==> src/rtl/risc_run_ctrl.sv <==
// Run/step/stop controller for a RISC core: gates the pipeline enable,
// counts enabled cycles and records why execution last stopped.
module risc_run_ctrl #(
    parameter int DATA_W = 32
) (
    input  logic              clk,
    input  logic              rst_n,
    input  logic              cmd_valid,
    input  logic [1:0]        cmd_op,
    input  logic [15:0]       step_count,
    output logic              cmd_ready,
    input  logic              bp_en,
    input  logic [DATA_W-1:0] bp_pc,
    input  logic [DATA_W-1:0] pc_if,
    input  logic              cpu_halt,
    output logic              cpu_en,
    output logic [1:0]        state,
    output logic [2:0]        stop_cause,
    output logic [DATA_W-1:0] cycle_cnt,
    output logic              done_pulse
);

    typedef enum logic [1:0] {
        S_IDLE = 2'b00,
        S_RUN  = 2'b01,
        S_STEP = 2'b10,
        S_DONE = 2'b11
    } state_t;

    localparam logic [1:0] OP_RUN   = 2'b00;
    localparam logic [1:0] OP_STEP  = 2'b01;
    localparam logic [1:0] OP_STOP  = 2'b10;
    localparam logic [1:0] OP_CLEAR = 2'b11;

    localparam logic [2:0] C_NONE = 3'b000;
    localparam logic [2:0] C_STEP = 3'b001;
    localparam logic [2:0] C_BP   = 3'b010;
    localparam logic [2:0] C_HALT = 3'b011;
    localparam logic [2:0] C_STOP = 3'b100;

    state_t      st;
    logic [15:0] step_left;
    logic        bp_mask;
    logic        cmd_acc;
    logic        bp_hit;
    logic        halt_lock;
    logic        clr_acc;

    function automatic logic [DATA_W-1:0] sat_inc(input logic [DATA_W-1:0] v);
        return (&v) ? v : v + 1'b1;
    endfunction

    assign cmd_ready = 1'b1;
    assign state     = st;
    assign cmd_acc   = cmd_valid & cmd_ready;
    // Mask covers only the first enabled cycle after resuming from a breakpoint.
    assign bp_hit    = bp_en & cpu_en & ~bp_mask & (pc_if == bp_pc);
    assign halt_lock = (st == S_DONE) && (stop_cause == C_HALT);
    assign clr_acc   = cmd_acc && (cmd_op == OP_CLEAR) && (st == S_IDLE || st == S_DONE);

    always_ff @(posedge clk or negedge rst_n) begin
        if (!rst_n) begin
            st         <= S_IDLE;
            cpu_en     <= 1'b0;
            stop_cause <= C_NONE;
            cycle_cnt  <= '0;
            done_pulse <= 1'b0;
            step_left  <= '0;
            bp_mask    <= 1'b0;
        end else begin
            done_pulse <= 1'b0;

            if (clr_acc)
                cycle_cnt <= '0;
            else if (cpu_en)
                cycle_cnt <= sat_inc(cycle_cnt);

            case (st)
                S_IDLE, S_DONE: begin
                    if (cmd_acc) begin
                        case (cmd_op)
                            OP_RUN: begin
                                if (!halt_lock) begin
                                    st         <= S_RUN;
                                    cpu_en     <= 1'b1;
                                    bp_mask    <= (stop_cause == C_BP);
                                    stop_cause <= C_NONE;
                                end
                            end
                            OP_STEP: begin
                                if (!halt_lock && step_count != 16'd0) begin
                                    st         <= S_STEP;
                                    cpu_en     <= 1'b1;
                                    step_left  <= step_count;
                                    bp_mask    <= (stop_cause == C_BP);
                                    stop_cause <= C_NONE;
                                end
                            end
                            OP_CLEAR: begin
                                st         <= S_IDLE;
                                stop_cause <= C_NONE;
                            end
                            default: ;
                        endcase
                    end
                end
                S_RUN, S_STEP: begin
                    bp_mask <= 1'b0;
                    if (st == S_STEP)
                        step_left <= step_left - 16'd1;
                    // Exit priority: halt, breakpoint, stop command, step exhausted.
                    if (cpu_halt || bp_hit || (cmd_acc && cmd_op == OP_STOP)
                        || (st == S_STEP && step_left == 16'd1)) begin
                        st         <= S_DONE;
                        cpu_en     <= 1'b0;
                        done_pulse <= 1'b1;
                        if (cpu_halt)
                            stop_cause <= C_HALT;
                        else if (bp_hit)
                            stop_cause <= C_BP;
                        else if (cmd_acc && cmd_op == OP_STOP)
                            stop_cause <= C_STOP;
                        else
                            stop_cause <= C_STEP;
                    end
                end
                default: begin
                    st     <= S_IDLE;
                    cpu_en <= 1'b0;
                end
            endcase
        end
    end

endmodule
==> config.mk <==
export PLATFORM = sky130hd
export DESIGN_NAME = risc_run_ctrl
export DESIGN_NICKNAME = d
export VERILOG_FILES = /design/src/rtl/risc_run_ctrl.sv
export SDC_FILE = /design/constraint.sdc
export NUM_CORES = 1
export LEC_CHECK = 0
export BUFFER_PORTS_ARGS = -buffer_cell sky130_fd_sc_hd__buf_2
export CAP_MARGIN = 20
export CORE_UTILIZATION = 45
export CTS_BUF_LIST = sky130_fd_sc_hd__clkbuf_16
export DETAILED_ROUTE_END_ITERATION = 16
export GPL_TIMING_DRIVEN = 0
export PLACE_DENSITY = 0.81
export SLEW_MARGIN = 10
export SYNTH_ARGS = -nofsm -noshare
export SYNTH_HDL_FRONTEND = slang
export SYNTH_SLANG_ARGS = --single-unit
==> constraint.sdc <==
create_clock -name clk -period 3.9 [get_ports clk]
set_input_delay 1.17 -clock clk [delete_from_list [all_inputs] [get_ports clk]]
set_output_delay 1.17 -clock clk [all_outputs]
set_load 0.02 [all_outputs]
# == Yosys cells after proc, flatten, opt, wreduce, memory -nomap -nowiden ==
# Index checks and enable logic that the tools add are counted.
# W data, S select, Z words.
# totals
ff_bits,56
in_bits,87
out_inout_bits,40
wordCells,92
# op_classes
addsub,2
n_eq_ne,20
mux,36
bitwise,4
reduce_logical,23
# ops
cell,n
$mux W32,3
$mux W16,4
$add A32 B1 Y32 const B,1
$eq A32 B32 Y1,1
$pmux W16 S2,1
$reduce_and A32 Y1,1
$mux W3,7
$eq A16 B1 Y1 const B,1
$reduce_bool A16 Y1,1
$sub A16 B1 Y16 const B,1
$ne A2 B2 Y1 const B,5
$reduce_and A5 Y1,2
$mux W1,9
$pmux W3 S3,1
$eq A2 B2 Y1 const B,4
$mux W2,4
$pmux W1 S2,4
$reduce_and A4 Y1,2
$eq A3 B2 Y1 const B,2
$logic_and A1 B1 Y1,6
$ne A3 B3 Y1 const B,2
$pmux W2 S3,1
$pmux W3 S2,1
$eq A2 B1 Y1 const B,2
other kinds (12),19

# == Logic depth before layout (Yosys ltp) ==
# Gate-level depths: netlist (run 1).
# logic_depth
depth_word,8
depth_mapped,8

# == Worst setup path after synthesis (run 1) ==
# Ideal clock, no wire load.
# synth_timing
kind,input to register
start,input step_count[11]
end,register step_left[4]
setup_ns,0.077
arrival_ns,2.470
required_ns,3.823
setup_slack_ns,1.353
stages,7
cell_sequence,nor4_1 nand4_1 and3_1 clkbuf_1 o21ai_0 o21bai_1 a21oi_1
# synth_between
elab_chain_cells,4
# synth_lines
item,line,source
from (decl),10,"input logic [15:0] step_count,"
$reduce_bool A16 Y1,91,if (!halt_lock && step_count != 16'd0) begin
$logic_and A1 B1 Y1,91,
$ne A2 B2 Y1 (no source line),--,
$reduce_and A4 Y1 (no source line),--,
to (signal assigned),94,step_left <= step_count;
to (signal assigned),110,step_left <= step_left - 16'd1;
to (decl),42,logic [15:0] step_left;
# Every way passes these cells.
# A chain may end at the register's enable or synchronous reset.

# == Final worst setup path (run 1) ==
# layout_timing
start,input step_count[14]
end,register step_left[4]
# Same word-level chain as after synthesis.

==> summary.md, run 1 <==
| Metric | Value |
|---|---|
| CTS sink cnt | `56` |
| Cell Chain, Critical Path | `buf_2 -> nor4_1 -> nand4_1 -> and3_1 -> clkbuf_1 -> o21ai_0 -> o21bai_1 -> a21oi_1` |
| Crit path to | `step_left[4]$_DFFE_PN0P_` |
| R2R setup slack | `1.32 ns` |
| VDD IR max | `0.000485 V` |
| Synthesized area | `0.00365 sq mm` |
| Part of the Yosys area used for sequential elements | `0.384` |
| Slew Viols, Final | `0` |
| Clk slew on worst S/H paths | `0.07 ns` |
| Vias/cell | `5.72` |
| CTS tree | `done` |
| Setup TNS | `0 ns` |
| Reg2Reg Launch Point | `cycle_cnt[1]$_DFFE_PN0P_` |
| Clk buf depth | `2` |
| Initial Util | `0.470` |
| Lkg Pwr | `2.09 nW` |
| R2R depth | `8` |
| Setup Skew | `0.00771 ns` |
| Via count | `3,743` |
| Post-synthesis xor/xnor area fraction | `0.137` |
| # diodes | `0` |
| Die height | `92.0 um` |
| Synth Area in Compound Gates | `0.151` |
| Crit share post-route | `0.766` |
| Post-Route Hold Slack | `0.525 ns` |
| Clock Tree Root | `clkbuf_16` |
| Largest net degree at the start of global routing | `57` |
| Largest family of logic cells by synthesized area | `simple AND/OR/NAND/NOR gates` |
| Fill cells | `732` |
| Chip width | `92.0 um` |
| Post-Synth Adder-Cell Area | `0.0206` |
| Worst Setup Start Kind | `input port` |
| Post-synthesis mux area share | `0.0141` |
| Highest Clock Rate | `335 MHz` |
| Hold crit path type | `flip-flop to flip-flop` |
| CP max FO | `8` |
| CP startpoint | `step_count[14]` |
| Post-CTS resize count | `0` |
| Area of the multi-input gates | `0.00210 sq mm` |
| PwrDens | `576 mW/mm^2` |
| Starting DRC count in detailed routing | `231` |
| Post-route insts no fill | `654` |
| Share of layout cells above drive strength 1 | `0.270` |
| Ports | `127` |
| Max incr delay on CP | `0.49 ns` |
| Post-DRT Antenna Nets | `0` |
| Worst EP required | `4.13 ns` |
| Gate count after technology mapping | `419` |
| Fin. Hold Viols | `0` |
| # hold bufs at CTS | `0` |
| Wire per inst | `15.1 um` |
| Insertion delay to the later sink of the worst-skew pair | `0.30 ns` |
| Total congestion overflow | `0` |
| Post-synthesis net count | `512` |
| RSZ-0062 raised after global routing | `false` |
| Relative slew margins | `0.447` |
| Post-synth EDFFs | `0` |
| Synth warnings | `0` |
| Area grow syn2layout | `24.7%` |
| Worst Max-Slew Pin Slew | `0.816 ns` |
| Simple-Gate Fraction of Synth Area | `0.253` |
| Crit path DAT | `3.21 ns` |
| Crit. End Element | `flip-flop` |
| Setup bufs post-CTS | `0` |
| Critical path type | `input port to flip-flop` |
| Final HPWL DP | `7490 um` |
| Asr flop ratio synth | `1.00` |
| All-Layer GR Usage | `0.241` |
| DRT Wirelength | `9870 um` |
| Cell variety after synth | `54` |
| Main synth FF type | `dfrtp_1` |
| Setup violators final | `0` |
| FF-to-FF End | `cycle_cnt[8]$_DFFE_PN0P_` |
| Register area | `0.00140 sq mm` |
| Core area | `0.00777 sq mm` |
| Number of H-tree levels | `2` |
| Buffers on Ports | `125` |
| Die area | `0.00847 sq mm` |
| Synthesized area per cell | `8.70 sq um` |
| Tmin final | `2.99 ns` |
| First-pass GRT wire length | `16,600 um` |
| Vias in the first global route | `3,588` |
| # placed instances | `646` |
| Status | `finished clean` |
| CTS buffer count | `5` |
| Row cnt | `32` |
| Max Cap Viol | `0` |
| Slowest-stage cell, CP | `o21ai_0` |
| DRT Pass-1 Iters | `5` |
| Final nets | `644` |
| Initial antenna violation count | `0` |
| Gpl congestion | `0.914` |
| DRC Markers | `0` |
| #FFs+latches synth | `56` |
[flip-flops by register name (all words and copies together), names as in the netlist]
signal / flops
cycle_cnt: 32
stop_cause: 3
step_left: 16
done_pulse: 1
bp_mask: 1
state: 2
cpu_en: 1
[power by group]
part	total (W)	switching [W]	internal (W)
clock	0.000457	0.000219	0.000238
combinational	0.00120	0.000715	0.000481
sequential	0.000968	0.000213	0.000755
[cells in the final DEF, fill, tap and decap left out, types with 3 or more instances in the layout]
cell / count
buf_2: 127
inv_1: 13
nand2_1: 22
and3_1: 14
and2_1: 4
or4_1: 3
xnor2_1: 36
dfrtp_1: 56
o21ai_0: 15
clkbuf_16: 5
a31oi_1: 6
nand4_1: 22
o22ai_1: 14
mux2i_1: 4
nor4_1: 14
nor3_1: 9
nand3_1: 24
ha_1: 6
xor2_1: 21
a21oi_1: 30
clkbuf_1: 12
a22o_1: 3
nor2_1: 44
or3_1: 6
[per-stage QoR]
stage | cell area, sq um | setup slack [ns] | util | power, W
4_1_cts | 4550 | 0.961 | 0.586 | 0.00262
2_1_floorplan | 3650 | 1.35 | - | 0.00177
3_3_place_gp | 4400 | 0.599 | 0.567 | 0.00211
5_1_grt | 4550 | 0.777 | 0.586 | 0.00281
3_5_place_dp | 4400 | 0.666 | 0.567 | 0.00216
6_report | 4550 | 0.912 | 0.586 | 0.00262
[area by class of cell]
class | instances | share of cell area
plain buffers | 20 | 0.0220
repair buffers | 125 | 0.138
clock buffers | 5 | 0.0275
multi-input cells | 331 | 0.462
inverters | 12 | 0.00990
flip-flops and latches | 56 | 0.308
clock inverters | 3 | 0.00440
well taps | 102 | 0.0281
[per-layer routing]
| metal | vias up | part of all wire | global-route usage |
|---|---|---|---|
| met5 | - | 0 | 0 |
| met2 | 171 | 0.49 | 0.418 |
| met4 | 0 | 0.016 | 0.0742 |
| li1 | 1798 | - | - |
| met1 | 1756 | 0.42 | 0.311 |
| met3 | 18 | 0.066 | 0.0307 |
[synthesized netlist by cell type, types with 3 or more instances]
library cell	count	area [sq um]
or4_1	3	22.5
nand4_1	22	138
a31oi_1	6	37.5
dfrtp_1	56	1400
nand3_1	24	120
o22ai_1	14	87.6
and3_1	14	87.6
buf_2	3	15.0
nand2_1	22	82.6
mux2i_1	4	40.0
nor4_1	14	87.6
a22o_1	3	26.3
inv_1	12	45.0
and2_1	4	25.0
or3_1	6	37.5
xor2_1	21	184
xnor2_1	36	315
ha_1	6	75.1
a21oi_1	30	150
nor3_1	9	45.0
nor2_1	44	165
o21ai_0	15	75.1
clkbuf_1	12	45.0
[worst max-delay path: cells and delay by family]
family	cells	cell delay, ns
AOI/OAI and AO/OA	3	0.79
and+or+nand+nor	3	0.95
buffers and inverters	2	0.29
[logic make-up (layout without fill, tap and decap cells)]
| logic type | Yosys count | after routing |
|---|---|---|
| muxes | 5 | 5 |
| adders and majority gates | 6 | 6 |
| xor gates and xnor gates | 57 | 57 |
| DFF | 56 | 56 |
| AOI/OAI and AO/OA | 87 | 87 |
| and+or+nand+nor | 175 | 175 |
| buffers and inverters | 32 | 165 |
| other | 1 | 1 |
[worst min path at each step]
stage | from | cells past startpoint | slack (ns) | to
6_report | bp_mask$_DFFE_PN0P_ | 2 | 0.52 | bp_mask$_DFFE_PN0P_
2_1_floorplan | bp_mask$_DFFE_PN0P_ | 2 | 0.46 | bp_mask$_DFFE_PN0P_
5_1_grt | bp_mask$_DFFE_PN0P_ | 2 | 0.54 | bp_mask$_DFFE_PN0P_
3_5_place_dp | bp_mask$_DFFE_PN0P_ | 2 | 0.51 | bp_mask$_DFFE_PN0P_
4_1_cts | bp_mask$_DFFE_PN0P_ | 2 | 0.53 | bp_mask$_DFFE_PN0P_
3_3_place_gp | bp_mask$_DFFE_PN0P_ | 2 | 0.51 | bp_mask$_DFFE_PN0P_
No activity file was read; power rests on OpenSTA's default activity.
==> run 2: changes to the inputs <==
--- a/config.mk
+++ b/config.mk
@@ -11,7 +11,7 @@
 export CTS_BUF_LIST = sky130_fd_sc_hd__clkbuf_16
 export DETAILED_ROUTE_END_ITERATION = 16
 export GPL_TIMING_DRIVEN = 0
-export PLACE_DENSITY = 0.81
+export PLACE_DENSITY = 0.84
 export SLEW_MARGIN = 10
 export SYNTH_ARGS = -nofsm -noshare
 export SYNTH_HDL_FRONTEND = slang
==> constraint.sdc (replaced) <==
create_clock -name clk -period 2.7 [get_ports clk]
set_input_delay 0.81 -clock clk [delete_from_list [all_inputs] [get_ports clk]]
set_output_delay 0.81 -clock clk [all_outputs]
set_load 0.02 [all_outputs]
==> summary.md, run 2 (synthesized netlist as in run 1, its figures left out) <==
| Metric | Value |
|---|---|
| Vias in the first global route | `3,726` |
| Critical path type | `flip-flop to flip-flop` |
| VDD IR max | `0.000724 V` |
| Ports | `127` |
| Initial antenna violation count | `0` |
| Clk buf depth | `2` |
| Buffers on Ports | `125` |
| R2R depth | `8` |
| Number of flip-flops in the largest register | `32` |
| PwrDens | `825 mW/mm^2` |
| Starting DRC count in detailed routing | `208` |
| Setup Skew | `0.00545 ns` |
| Setup bufs post-CTS | `0` |
| Status | `finished clean` |
| Vias/cell | `5.80` |
| Die height | `92.0 um` |
| Gpl congestion | `0.924` |
| Final worst slack | `0.247 ns` |
| Setup violators final | `0` |
| Wire per inst | `15.3 um` |
| DRC Markers | `0` |
| Metal3 WL | `675 um` |
| Reg2Reg Launch Point | `step_left[0]$_DFFE_PN0P_` |
| Sw Ratio | `0.438` |
| R2R setup slack | `0.25 ns` |
| Final nets | `646` |
| Psw | `0.00167 W` |
| Worst EP required | `2.88 ns` |
| Via count | `3,808` |
| # diodes | `0` |
| Crit path DAT | `2.63 ns` |
| Tmin final | `2.45 ns` |
| Relative slew margins | `0.444` |
| Number of H-tree levels | `2` |
| Core area | `0.00777 sq mm` |
| Post-Route Hold Slack | `0.454 ns` |
| DRT Pass-1 Iters | `4` |
| Most flop-heavy register | `cycle_cnt` |
| Total power | `0.00380 W` |
| Post-DRT Antenna Nets | `0` |
| Worst Setup Start Kind | `flip-flop` |
| Placement Setup Slack | `-0.299 ns` |
| Post-route insts no fill | `656` |
| # placed instances | `648` |
| Crit share post-route | `0.908` |
| Met1 wire length | `4050 um` |
| CTS sink cnt | `56` |
| All-Layer GR Usage | `0.247` |
| Worst Max-Slew Pin Slew | `0.821 ns` |
| Power share of the combinational group | `0.465` |
| Setup TNS | `0 ns` |
| FF-to-FF End | `step_left[14]$_DFFE_PN0P_` |
| Highest Clock Rate | `408 MHz` |
| Top routing layer in use | `met4` |
| Int Pwr | `0.00214 W` |
| Slew Viols, Final | `0` |
| RSZ-0062 raised after global routing | `false` |
| CTS buffer count | `5` |
| Commonest non-fill, non-tap cells in the layout | `buf_2 (128), dfrtp_1 (56), nor2_1 (44), xnor2_1 (36), a21oi_1 (30)` |
| Clock Tree Root | `clkbuf_16` |
| Lkg Pwr | `2.12 nW` |
| CTS tree | `done` |
| Largest registers | `cycle_cnt: 32 flops, step_left: 16 flops, stop_cause: 3 flops` |
| Area grow syn2layout | `26.5%` |
| Clock Power Share | `0.171` |
| Row cnt | `32` |
| Clk slew on worst S/H paths | `0.07 ns` |
| Total congestion overflow | `0` |
| Chip width | `92.0 um` |
| Hold crit path type | `input port to async pin` |
| # hold bufs at CTS | `0` |
| Max Cap Viol | `0` |
| Die area | `0.00847 sq mm` |
| Insertion delay to the later sink of the worst-skew pair | `0.29 ns` |
| Flop pwr share | `0.364` |
| Final HPWL DP | `7860 um` |
| Crit. End Element | `flip-flop` |
| Fin. Hold Viols | `0` |
| Share of layout cells above drive strength 1 | `0.276` |
| First-pass GRT wire length | `17,000 um` |
| CP max FO | `7` |
| DRT Wirelength | `10,100 um` |
| Commonest non-fill, non-tap cell in the layout | `buf_2` |
| Met2 wire length | `5140 um` |
| Initial Util | `0.470` |
| Largest net degree at the start of global routing | `23` |
[run 2: critical path, stage by stage (launching register included)]
cell	delay (ns)
dfrtp_1	0.43
inv_1	0.08
ha_1	0.19
nor3b_1	0.67
or4b_4	0.57
nor3_2	0.14
nand3_1	0.09
o21ai_0	0.09
a21oi_1	0.08
[run 2: per-stage QoR]
step	cell area (sq um)	utilization
finish	4610	0.594
global route	4610	0.594
CTS	4600	0.592
detailed placement	4460	0.574
global placement	4400	0.567
floorplan	3650	-
[run 2: what timing repair did]
action                                  CTS  global route
resized for setup                         0             3
endpoints found under the setup margin    0             9
hold endpoints to repair                  0             0
[run 2: worst max-delay path by stage]
stage / start / endpoint / slack, ns / cells after the start
6_report: step_left[0]$_DFFE_PN0P_ / step_left[14]$_DFFE_PN0P_ / 0.25 / 8
5_1_grt: step_count[14] / step_left[15]$_DFFE_PN0P_ / 0.07 / 8
4_1_cts: step_count[14] / step_left[4]$_DFFE_PN0P_ / 0.0002 / 8
3_5_place_dp: step_count[14] / step_left[4]$_DFFE_PN0P_ / -0.30 / 8
3_3_place_gp: step_count[14] / step_left[4]$_DFFE_PN0P_ / -0.26 / 8
2_1_floorplan: cycle_cnt[0]$_DFFE_PN0P_ / cycle_cnt[15]$_DFFE_PN0P_ / 0.51 / 8
[run 2: power by group through the flow]
stage | clock [W] | sequential (W) | combinational, W
floorplan | 0 | 0.00148 | 0.00108
global placement | 0 | 0.00137 | 0.00168
detailed placement | 0 | 0.00139 | 0.00175
CTS | 0.000669 | 0.00137 | 0.00176
global route | 0.000693 | 0.00142 | 0.00197
finish | 0.000652 | 0.00138 | 0.00177
[run 2: area by class of cell]
type | instances | area (sq um)
Clock inverter | 3 | 20.0
Clock buffer | 5 | 125
Fill cell | 708 | 3150
Multi-Input combinational cell | 331 | 2110
Sequential cell | 56 | 1400
Tap cell | 102 | 128
Inverter | 12 | 45.0
Timing Repair Buffer | 127 | 681
Buffer | 20 | 100
[run 2: layer usage]
| metal | vias up | global-route usage |
|---|---|---|
| met2 | 184 | 0.450 |
| met5 | - | 0 |
| li1 | 1798 | - |
| met3 | 23 | 0.0307 |
| met4 | 0 | 0.0938 |
| met1 | 1803 | 0.294 |
==> run 3: changes to the inputs <==
--- a/config.mk
+++ b/config.mk
@@ -7,6 +7,7 @@
 export LEC_CHECK = 0
 export BUFFER_PORTS_ARGS = -buffer_cell sky130_fd_sc_hd__buf_2
 export CAP_MARGIN = 20
+export CORE_MARGIN = 10
 export CORE_UTILIZATION = 45
 export CTS_BUF_LIST = sky130_fd_sc_hd__clkbuf_16
 export DETAILED_ROUTE_END_ITERATION = 16
==> summary.md, run 3 (synthesized netlist as in run 1, its figures left out) <==
| Metric | Value |
|---|---|
| Post-route insts no fill | `655` |
| DRT Pass-1 Iters | `4` |
| Clock Tree Root | `clkbuf_16` |
| # diodes | `0` |
| Cell Chain, Critical Path | `inv_1 -> ha_1 -> nor3b_1 -> or4b_4 -> nor3_2 -> nand3_1 -> o21ai_0 -> a21oi_1` |
| Crit. End Element | `flip-flop` |
| Max Cap Viol | `0` |
| Row cnt | `32` |
| R2R setup slack | `0.26 ns` |
| Max incr delay on CP | `0.66 ns` |
| Gpl congestion | `0.923` |
| Hold crit path type | `input port to async pin` |
| Crit share post-route | `0.903` |
| Die height | `110 um` |
| All-Layer GR Usage | `0.181` |
| Insertion delay to the later sink of the worst-skew pair | `0.30 ns` |
| FF-to-FF End | `step_left[14]$_DFFE_PN0P_` |
| Ports | `127` |
| CP Buf/Inv Count | `1` |
| Clk slew on worst S/H paths | `0.08 ns` |
| # placed instances | `647` |
| Commonest non-fill, non-tap cell in the layout | `buf_2` |
| Total power | `0.00382 W` |
| Worst EP required | `2.88 ns` |
| Most flop-heavy register | `cycle_cnt` |
| Post-DRT Antenna Nets | `0` |
| Final instance area | `0.00458 sq mm` |
| Slew Viols, Final | `0` |
| CTS buffer count | `5` |
| Crit. path cell count | `8` |
| Slowest-stage cell, CP | `nor3b_1` |
| Number of flip-flops in the largest register | `32` |
| Area grow syn2layout | `25.7%` |
| Wire per inst | `16.8 um` |
| Die area | `0.0121 sq mm` |
| Largest registers | `cycle_cnt: 32 flops, step_left: 16 flops, stop_cause: 3 flops` |
| Reg2Reg Launch Point | `step_left[0]$_DFFE_PN0P_` |
| Core area | `0.00781 sq mm` |
| Fin. Hold Viols | `0` |
| CP delay by family, top | `simple AND/OR/NAND/NOR gates` |
| DRT Wirelength | `11,000 um` |
| Clk buf depth | `2` |
| Vias in the first global route | `3,815` |
| Number of H-tree levels | `2` |
| Chip width | `110 um` |
| Tmin final | `2.44 ns` |
| R2R depth | `8` |
| RSZ-0062 raised after global routing | `false` |
| Crit path to | `step_left[14]$_DFFE_PN0P_` |
| DRC Markers | `0` |
| Setup violators final | `0` |
| Worst Setup Start Kind | `flip-flop` |
| Placement-stage cell area | `0.00442 sq mm` |
| Highest Clock Rate | `410 MHz` |
| CP startpoint | `step_left[0]$_DFFE_PN0P_` |
| CTS sink cnt | `56` |
| Commonest non-fill, non-tap cells in the layout | `buf_2 (128), dfrtp_1 (56), nor2_1 (44), xnor2_1 (36), a21oi_1 (30)` |
| CTS tree | `done` |
| # hold bufs at CTS | `0` |
| First-pass GRT wire length | `17,900 um` |
| Status | `finished clean` |
| Starting DRC count in detailed routing | `178` |
| Crit path DAT | `2.62 ns` |
| Total congestion overflow | `0` |
| Worst Max-Slew Pin Slew | `0.773 ns` |
| Vias/cell | `5.73` |
| Initial antenna violation count | `0` |
| Via count | `3,750` |
| Relative slew margins | `0.476` |
| PwrDens | `834 mW/mm^2` |
| Largest net degree at the start of global routing | `34` |
| Final nets | `645` |
| Lkg Pwr | `2.10 nW` |
| Final HPWL DP | `8760 um` |
| Setup Skew | `0.0125 ns` |
| Critical path type | `flip-flop to flip-flop` |
| VDD IR max | `0.000650 V` |
| Buffers on Ports | `125` |
| Share of layout cells above drive strength 1 | `0.277` |
| Initial Util | `0.467` |
| CP max FO | `7` |
[run 3: cell count changes in the layout (fill, tap and decap cells not counted), sizes merged]
cell    before  now
clkinv       1    0
buf        133  132
inv         13   14
[run 3: where the power goes]
part / switching, W / internal [W] / total (W)
Sequential: 0.000302 / 0.00109 / 0.00139
Combinational: 0.00105 / 0.000699 / 0.00175
Clock: 0.000327 / 0.000352 / 0.000679
Total: 0.00168 / 0.00214 / 0.00382
[run 3: what timing repair did]
item,4_1_cts,5_1_grt
setup endpoints to repair,0,9
resized for setup,0,3
buffers inserted,0,0
[run 3: how the worst min path moves through the flow]
stage                              startpoint                        end  slack, ns
after floorplan           bp_mask$_DFFE_PN0P_        bp_mask$_DFFE_PN0P_       0.46
after global placement    bp_mask$_DFFE_PN0P_        bp_mask$_DFFE_PN0P_       0.51
after detailed placement  bp_mask$_DFFE_PN0P_        bp_mask$_DFFE_PN0P_       0.51
after CTS                               rst_n  cycle_cnt[28]$_DFFE_PN0P_       0.51
after global routing                    rst_n  cycle_cnt[27]$_DFFE_PN0P_       0.53
final                                   rst_n  cycle_cnt[26]$_DFFE_PN0P_       0.49
[run 3: metal layers]
layer,vias to the layer above,track usage,share of wire
met5,-,0,0
met1,1799,0.218,0.41
met4,0,0.0353,0.0054
met3,8,0.0400,0.076
met2,144,0.323,0.51
li1,1799,-,-
[run 3: cell type report]
type / count / area (sq um)
fillers: 716 / 3220
multi-input cells: 331 / 2110
inverters: 12 / 45.0
repair buffers: 126 / 646
flip-flops and latches: 56 / 1400
well taps: 102 / 128
plain buffers: 20 / 100
clock inverters: 3 / 25.0
clock buffers: 5 / 125
[run 3: metrics by stage]
step	hold slack (ns)	util	TNS (ns)	setup WS [ns]
floorplan	0.464	-	0	0.509
global placement	0.508	0.564	-0.559	-0.169
detailed placement	0.510	0.566	-0.840	-0.208
CTS	0.514	0.585	0	0.0749
global route	0.535	0.587	0	0.00717
finish	0.493	0.587	0	0.262
